File: config.mk
export PLATFORM = sky130hd
export DESIGN_NAME = target_gen_param
export DESIGN_NICKNAME = d
export VERILOG_FILES = /design/src/rtl/snake_pkg.sv /design/src/rtl/lfsr_gen.sv /design/src/rtl/target_gen_param.sv
export SDC_FILE = /design/constraint.sdc
export NUM_CORES = 1
export LEC_CHECK = 0
export ABC_AREA = 1
export CELL_PAD_IN_SITES_DETAIL_PLACEMENT = 0
export CELL_PAD_IN_SITES_GLOBAL_PLACEMENT = 1
export CORE_MARGIN = 2
export CORE_UTILIZATION = 40
export DETAILED_ROUTE_END_ITERATION = 16
export PLACE_DENSITY_LB_ADDON = 0.12
export SLEW_MARGIN = 20
export SYNTH_ARGS = -nofsm -noshare
export SYNTH_HDL_FRONTEND = slang
export SYNTH_SLANG_ARGS = --single-unit
File: constraint.sdc
create_clock -name CLK -period 2.4 [get_ports CLK]
set_input_delay 0.6 -clock CLK [delete_from_list [all_inputs] [get_ports CLK]]
set_output_delay 0.6 -clock CLK [all_outputs]
set_load 0.01 [all_outputs]
File: src/rtl/snake_pkg.sv
// snake_pkg: master-state encodings, default grid size and LFSR tap masks
// shared by the snake game blocks.
package snake_pkg;

    typedef enum logic [1:0] {
        MSM_IDLE = 2'b00,
        MSM_PLAY = 2'b01,
        MSM_WIN  = 2'b10,
        MSM_LOSE = 2'b11
    } msm_state_t;

    localparam int GRID_X_MAX = 160;
    localparam int GRID_Y_MAX = 120;

    // Maximal-length tap masks; bit n-1 set means stage n feeds the XNOR.
    function automatic logic [15:0] lfsr_taps(input int width);
        logic [15:0] taps;
        case (width)
            3:       taps = 16'h0006;
            4:       taps = 16'h000C;
            5:       taps = 16'h0014;
            6:       taps = 16'h0030;
            7:       taps = 16'h0060;
            8:       taps = 16'h00B8;
            9:       taps = 16'h0110;
            10:      taps = 16'h0240;
            11:      taps = 16'h0500;
            12:      taps = 16'h0829;
            13:      taps = 16'h100D;
            14:      taps = 16'h2015;
            15:      taps = 16'h6000;
            16:      taps = 16'hD008;
            default: taps = 16'h0000;
        endcase
        return taps;
    endfunction

endpackage

File: src/rtl/lfsr_gen.sv
// lfsr_gen: free-running XNOR Fibonacci LFSR; all-zeros is a legal seed
// (the lock-up state is all-ones), so reset simply clears it.
module lfsr_gen
    import snake_pkg::*;
#(
    parameter int WIDTH = 8
) (
    input  logic             i_clk,
    input  logic             i_rst,
    output logic [WIDTH-1:0] o_value
);
    localparam logic [WIDTH-1:0] TAPS = WIDTH'(lfsr_taps(WIDTH));

    logic [WIDTH-1:0] r_state;
    logic             w_feedback;

    assign w_feedback = ~^(r_state & TAPS);
    assign o_value    = r_state;

    always_ff @(posedge i_clk or posedge i_rst) begin
        if (i_rst) begin
            r_state <= '0;
        end else begin
            r_state <= {r_state[WIDTH-2:0], w_feedback};
        end
    end

endmodule

File: src/rtl/target_gen_param.sv
// target_gen_param: rejection-samples a random grid cell as the next snake target.
// Define TARGET_OCC_CHECK_EN to also reject cells reported occupied via OCC_QUERY/OCC_HIT.
module target_gen_param
    import snake_pkg::*;
#(
    parameter int X_WIDTH   = 8,
    parameter int Y_WIDTH   = 7,
    parameter int X_MAX     = GRID_X_MAX,
    parameter int Y_MAX     = GRID_Y_MAX,
    parameter int MAX_TRIES = 16
) (
    input  logic                       CLK,
    input  logic                       RESET,
    input  logic                       REACHED_TARGET,
    input  logic [1:0]                 MSM_State,
    input  logic                       OCC_HIT,
    output logic                       OCC_QUERY,
    output logic [X_WIDTH+Y_WIDTH-1:0] OCC_ADDR,
    output logic [X_WIDTH+Y_WIDTH-1:0] TARGET_ADDR,
    output logic                       TARGET_VALID,
    output logic                       FALLBACK,
    output logic [1:0]                 o_dbg_state
);
    localparam logic [1:0] S_HOLD  = 2'd0;
    localparam logic [1:0] S_DRAW  = 2'd1;
    localparam logic [1:0] S_CHECK = 2'd2;
`ifdef TARGET_OCC_CHECK_EN
    localparam logic [1:0] S_WAIT_OCC = 2'd3;
`endif

    localparam int XL = X_WIDTH + 1;
    localparam int YL = Y_WIDTH + 1;
    localparam logic [X_WIDTH:0]   X_LIM   = XL'(X_MAX);
    localparam logic [Y_WIDTH:0]   Y_LIM   = YL'(Y_MAX);
    localparam logic [X_WIDTH-1:0] X_SUB   = X_WIDTH'(X_MAX);
    localparam logic [Y_WIDTH-1:0] Y_SUB   = Y_WIDTH'(Y_MAX);
    localparam logic [7:0]         TRY_LIM = 8'(MAX_TRIES);

    logic [1:0]                   r_state;
    logic [7:0]                   r_tries;
    logic [X_WIDTH-1:0]           r_cx;
    logic [Y_WIDTH-1:0]           r_cy;
    logic [X_WIDTH+Y_WIDTH-1:0]   r_target_addr;
    logic                         r_target_valid;
    logic                         r_fallback;

    logic [X_WIDTH-1:0] w_lfsr_x;
    logic [Y_WIDTH-1:0] w_lfsr_y;
    logic [X_WIDTH-1:0] w_fix_x;
    logic [Y_WIDTH-1:0] w_fix_y;
    logic               w_cx_ok;
    logic               w_cy_ok;
    logic               w_cand_ok;
    logic               w_force;
    logic               w_start;
    logic               w_accept;
    logic [7:0]         w_tries_inc;

    lfsr_gen #(.WIDTH(X_WIDTH)) u_lfsr_x (.i_clk(CLK), .i_rst(RESET), .o_value(w_lfsr_x));
    lfsr_gen #(.WIDTH(Y_WIDTH)) u_lfsr_y (.i_clk(CLK), .i_rst(RESET), .o_value(w_lfsr_y));

    assign w_cx_ok     = ({1'b0, r_cx} < X_LIM);
    assign w_cy_ok     = ({1'b0, r_cy} < Y_LIM);
    assign w_cand_ok   = w_cx_ok && w_cy_ok;
    // Out-of-range coordinates sit below 2*MAX, so one subtraction folds them back in.
    assign w_fix_x     = w_cx_ok ? r_cx : r_cx - X_SUB;
    assign w_fix_y     = w_cy_ok ? r_cy : r_cy - Y_SUB;
    assign w_force     = (r_tries >= TRY_LIM);
    assign w_start     = REACHED_TARGET || (MSM_State == MSM_IDLE);
    assign w_tries_inc = r_tries + 8'd1;

    assign TARGET_ADDR  = r_target_addr;
    assign TARGET_VALID = r_target_valid;
    assign FALLBACK     = r_fallback;
    assign o_dbg_state  = r_state;

    always_comb begin
        w_accept = 1'b0;
        case (r_state)
`ifdef TARGET_OCC_CHECK_EN
            S_CHECK:    w_accept = w_force;
            S_WAIT_OCC: w_accept = !OCC_HIT;
`else
            S_CHECK:    w_accept = w_force || w_cand_ok;
`endif
            default:    w_accept = 1'b0;
        endcase
    end

`ifdef TARGET_OCC_CHECK_EN
    // The query is issued while still in DRAW so OCC_HIT lands in WAIT_OCC,
    // one cycle after the strobe; forced draws skip the query entirely.
    logic                       r_occ_query;
    logic [X_WIDTH+Y_WIDTH-1:0] r_occ_addr;
    logic                       w_query_now;

    assign w_query_now = (r_state == S_DRAW) && ({1'b0, w_lfsr_x} < X_LIM) &&
                         ({1'b0, w_lfsr_y} < Y_LIM) && (w_tries_inc < TRY_LIM);
    assign OCC_QUERY   = r_occ_query;
    assign OCC_ADDR    = r_occ_addr;

    always_ff @(posedge CLK or posedge RESET) begin
        if (RESET) begin
            r_occ_query <= 1'b0;
            r_occ_addr  <= '0;
        end else begin
            r_occ_query <= w_query_now;
            if (w_query_now) begin
                r_occ_addr <= {w_lfsr_x, w_lfsr_y};
            end
        end
    end
`else
    logic w_unused_occ_hit;

    assign w_unused_occ_hit = OCC_HIT;
    assign OCC_QUERY        = 1'b0;
    assign OCC_ADDR         = '0;
`endif

    always_ff @(posedge CLK or posedge RESET) begin
        if (RESET) begin
            r_state        <= S_HOLD;
            r_tries        <= '0;
            r_cx           <= '0;
            r_cy           <= '0;
            r_target_addr  <= '0;
            r_target_valid <= 1'b0;
            r_fallback     <= 1'b0;
        end else begin
            case (r_state)
                S_HOLD: begin
                    if (w_start) begin
                        r_state        <= S_DRAW;
                        r_target_valid <= 1'b0;
                    end
                end
                S_DRAW: begin
                    r_cx    <= w_lfsr_x;
                    r_cy    <= w_lfsr_y;
                    r_tries <= w_tries_inc;
                    r_state <= S_CHECK;
                end
`ifdef TARGET_OCC_CHECK_EN
                S_CHECK:    r_state <= w_cand_ok ? S_WAIT_OCC : S_DRAW;
                S_WAIT_OCC: r_state <= S_DRAW;
`else
                S_CHECK:    r_state <= S_DRAW;
`endif
                default:    r_state <= S_HOLD;
            endcase
            if (w_accept) begin
                r_target_addr  <= {w_fix_x, w_fix_y};
                r_target_valid <= 1'b1;
                r_fallback     <= w_force;
                r_tries        <= '0;
                r_state        <= S_HOLD;
            end
        end
    end

endmodule

==> flow_metrics.tcl, run 1 <==
set metrics [dict create \
    die_area_sq_um 6820 \
    ys_top_cells_by_area "dfrtp_1 58%, nand2_1 10%, o21ai_2 5.3%" \
    final_nets 290 \
    power_density_nw_per_um2 1190 \
    syn2layout_area_growth_pct 15.8 \
    root_buffer "clkbuf_8" \
    cts_resized 0 \
    h-tree-depth 3 \
    final.fill_count 578 \
    syn_area_sq_um 2470 \
    drive_gt1_share_pct 14.1 \
    final_cell_mix "69 x nand2_1, 57 x dfrtp_1, 23 x inv_1, 23 x clkdlybuf4s50_1, 17 x o21ai_0" \
    timing.final.crit_share_pct 76.9 \
    max_freq_mhz 542 \
    status "finished clean" \
    relSlewSlack_pct 64.8 \
    synth-warning-count 0 \
    r2r_slack_ns 0.74 \
    path_cells "clkdlybuf4s50_1" \
    syn_avg_cell_area_sq_um 9.81 \
    clkLatencyLatePin_ns 0.32 \
    period_needed_ns 1.85 \
    ant_nets 0 \
    cts_buffers 9 \
    layout_commonest_cell "nand2_1" \
    port_buffers 23 \
    crit_required_ns 1.80 \
    wl_per_cell_microns 11.2 \
    die_w_microns 82.6 \
    cp-end-kind "output port" \
    cap_violations 0 \
    grt_pass1_vias 1570 \
    grt_pass1_wl_microns 7030 \
    synth_top_area_share_pct 57.7 \
    grtUsageTotal_pct 14.1 \
    start_kind "register" \
    ys_seq_elements 57 \
    n_antenna_cell 0 \
    yosysSeqAreaShare_pct 57.7 \
    core-area_sq_um 5960 \
    crit_type "register to output port" \
    start_util_pct 41.5 \
    drv_slew 0 \
    worstPathMaxFanout 4 \
    cp_num_buf_inv 1 \
    routabilityCongestion 0.740 \
    drtIter0Drc 70 \
    finClkSkew_ns 0.00397 \
    crit_slowest_cell "clkdlybuf4s50_1" \
    cts_hold_buf 0 \
    ir_drop_uv 579 \
    drcViolationCount 0 \
    rows 28 \
    syn_inst 252 \
    vias 1616 \
    cts.sinks 57 \
    worst_pin_slew_ns 0.529 \
    synth.distinct_cells 24 \
    hold_viol 0 \
    cts_tree "done" \
    dr.pass1.iters 4 \
    clockBufferDepth 2 \
    dpl.hpwl_microns 2520 \
    die_y_microns 82.6 \
    place_area_sq_um 2700 \
    rsz0062_at_grt "no" \
    worstHoldPathType "register to register" \
    tns_ns 0 \
    grt_max_degree 58 \
    grt-ovfl-total 0 \
    cpPeakStageDelay_ns 0.55 \
    io_pins 41 \
    arrival_ns 1.25 \
    antenna_found_initial 0 \
    cts_setup_buffers 0 \
    path_delay_family "buffers and inverters" \
    final_area_sq_um 2860 \
    wl_microns 4030 \
    clkTransAtPathRegs_ns 0.06 \
    p_leak_nw 1.42 \
    yosys.area.top_type "dfrtp_1" \
    setup_viol 0 \
    avgViaCountPerCell 4.50 \
]
-- worst paths after layout --
path | startpoint | endpoint | cells after the start
worst max-delay path | o_dbg_state[0] | o_dbg_state[0] | 1
worst min-delay path | u_lfsr_y.o_value[0] | u_lfsr_y.o_value[1] | 0
worst max register to register | r_cy[3] | TARGET_ADDR[8] | 7
worst min register to register | u_lfsr_y.o_value[0] | u_lfsr_y.o_value[1] | 0
max in group asynchronous | RESET | r_tries[5] | 3
min in group asynchronous | RESET | r_cx[3] | 3
-- registers in the layout, summed over array words and instances, names as in the netlist --
register	count
r_cx	8
TARGET_VALID	1
u_lfsr_y.o_value	7
u_lfsr_x.o_value	8
r_tries	8
r_cy	7
TARGET_ADDR	15
o_dbg_state	2
FALLBACK	1
-- cell type report --
cell class / instances / area, sq um / share of cell area, %
clock buffers: 11 / 141 / 4.94
clock inverters: 4 / 20.0 / 0.699
inverters: 25 / 93.8 / 3.28
multi-input cells: 161 / 822 / 28.7
well taps: 75 / 93.8 / 3.28
repair buffers: 26 / 265 / 9.27
flip-flops and latches: 57 / 1430 / 49.8
-- logic make-up (layout without fill, tap and decap cells) --
family	Yosys count	count (layout)	synth area share (%)
AND/OR/NAND/NOR	98	98	16.8
AO/OA/AOI/OAI	37	37	9.92
adder cells (fa/ha/maj)	4	4	2.03
other	1	16	0.152
XOR/XNOR	6	6	2.13
flip-flops	57	57	57.7
buffers and inverters	49	66	11.3
-- per-layer routing --
layer  track usage (%)  share of wire (%)  vias up
met4              8.36                1.1        0
li1                  -                  -      814
met3              3.91                3.8        4
met2              21.9                 46       34
met5                 0                  0        -
met1              17.6                 49      764
-- per-stage QoR --
stage	util, %	setup WS (ns)	instances	hold WS (ns)	power, W
floorplan	-	0.400	267	0.354	0.00234
global placement	45.4	0.760	344	0.363	0.00271
detailed placement	45.4	0.744	344	0.366	0.00272
CTS	48.1	0.527	359	0.378	0.00348
global route	48.1	0.466	359	0.382	0.00374
finish	48.1	0.554	359	0.379	0.00342
-- Yosys cell counts, drive strengths merged --
cell type and instances:
nand2 72, xor2 2, inv 25, nand4 2, o21ai 34, nand3 14, a22o 1, ha 4
nor3 1, nor2 9, dfrtp 57, buf 24, conb 1, a21oi 2, xnor2 4
-- report_power, final --
group	total, W	leakage, nW	switching, W	internal, W
combinational	0.00126	0.632	0.000727	0.000535
clock	0.000735	0.0887	0.000345	0.000389
sequential	0.00142	0.695	0.000164	0.00125
No activity file was read; power rests on OpenSTA's default activity.
==> run 2: changes to the inputs <==
CORE_UTILIZATION = 36   (was 40)
clock period = 1.65 ns   (was 2.4 ns; I/O delays follow)
==> flow_metrics.tcl, run 2 (synthesized netlist as in run 1, its figures left out) <==
set metrics [dict create \
    port_buffers 23 \
    arrival_ns 1.20 \
    h-tree-depth 3 \
    clkLatencyLatePin_ns 0.32 \
    grt-ovfl-total 0 \
    reg2regPathDepth 8 \
    hold_viol 0 \
    grt_max_degree 58 \
    path_cells "clkdlybuf4s50_1" \
    antenna_found_initial 0 \
    max_freq_mhz 620 \
    final_cell_mix "69 x nand2_1, 57 x dfrtp_1, 23 x inv_1" \
    cts_hold_buf 0 \
    n_antenna_cell 0 \
    grtUsageTotal_pct 13.1 \
    die_w_microns 86.9 \
    crit_slowest_cell "clkdlybuf4s50_1" \
    cts_tree "done" \
    cts_buffers 9 \
    die_y_microns 86.9 \
    place_ws_ns 0.149 \
    cts.sinks 57 \
    ant_nets 0 \
    worstHoldPathType "register to register" \
    finalWorstSetupSlack_ns 0.0382 \
    setup_viol 0 \
    largest_register_ffs 15 \
    p_leak_nw 1.64 \
    globalRouteMet3Util_pct 3.51 \
    path_delay_family "buffers and inverters" \
    worstPathMaxFanout 2 \
    start_kind "register" \
    wl_per_cell_microns 11.8 \
    drive_gt1_share_pct 14.0 \
    final_nets 292 \
    gr-usage-met2_pct 19.3 \
    syn2layout_area_growth_pct 20.1 \
    dr.pass1.iters 4 \
    cp-end-kind "output port" \
    holdPathStages 0 \
    io_pins 41 \
    status "finished clean" \
    final_util_pct 44.2 \
    rsz0062_at_grt "no" \
    crit_required_ns 1.24 \
    finClkSkew_ns 0.00804 \
    cp_num_buf_inv 1 \
    timing.final.crit_share_pct 97.7 \
    clockBufferDepth 2 \
    grt_pass1_vias 1611 \
    cpPeakStageDelay_ns 0.53 \
    clkTransAtPathRegs_ns 0.06 \
    wl_microns 4320 \
    die_area_sq_um 7540 \
    layout_commonest_cell "nand2_1" \
    core-area_sq_um 6720 \
    drcViolationCount 0 \
    start_util_pct 36.8 \
    ir_drop_uv 606 \
    grt_pass1_wl_microns 7540 \
    busiest_layer "met2" \
    tns_ns 0 \
    rows 30 \
    drv_slew 0 \
    root_buffer "clkbuf_8" \
    vias 1654 \
    period_needed_ns 1.61 \
    cts_setup_buffers 0 \
    dpl.hpwl_microns 2750 \
    cap_violations 0 \
    total_power_w 0.00518 \
    drtIter0Drc 153 \
    critical_path_depth 1 \
    routabilityCongestion 0.696 \
    crit_type "register to output port" \
    avgViaCountPerCell 4.52 \
    power_density_nw_per_um2 1750 \
    gr-usage-met1_pct 17.3 \
]
[run 2: final timing paths]
path | start | slack (ns) | end
min in group asynchronous | RESET | 0.50 | TARGET_ADDR[11]
max | o_dbg_state[1] | 0.04 | o_dbg_state[1]
max reg2reg | r_cy[3] | 0.19 | TARGET_ADDR[3]
min reg2reg | u_lfsr_y.o_value[3] | 0.37 | u_lfsr_y.o_value[4]
max in group asynchronous | RESET | 0.88 | TARGET_ADDR[4]
min | u_lfsr_y.o_value[3] | 0.37 | u_lfsr_y.o_value[4]
[run 2: layout make-up]
| class | instances | area, sq um |
|---|---|---|
| tap | 80 | 100 |
| clock buffer | 12 | 135 |
| fill | 674 | 3750 |
| sequential | 57 | 1430 |
| inverter | 25 | 97.6 |
| multi-input combinational | 161 | 822 |
| timing repair buffer | 28 | 343 |
| clock inverter | 3 | 42.5 |
[run 2: through the flow]
stage / hold WS [ns] / cell area (sq um) / cells
floorplan: 0.354 / 2530 / 267
global placement: 0.361 / 2750 / 351
detailed placement: 0.359 / 2750 / 351
CTS: 0.377 / 2930 / 366
global route: 0.390 / 2970 / 366
finish: 0.374 / 2970 / 366
[run 2: layer usage]
layer | vias to the layer above | routed length, microns
li1 | 822 | -
met1 | 791 | 2150
met3 | 8 | 168
met2 | 33 | 1920
met4 | 0 | 81
met5 | - | 0
[run 2: repair_timing]
item / CTS / global route
gates resized for setup: 3 / 16
endpoints found under the setup margin: 3 / 17
pin swaps: 0 / 0
[run 2: power breakdown]
| group | internal, W | leakage (nW) | switching (W) |
|---|---|---|---|
| clock network | 0.000688 | 0.0864 | 0.000527 |
| registers | 0.00182 | 0.695 | 0.000247 |
| logic | 0.000809 | 0.858 | 0.00108 |
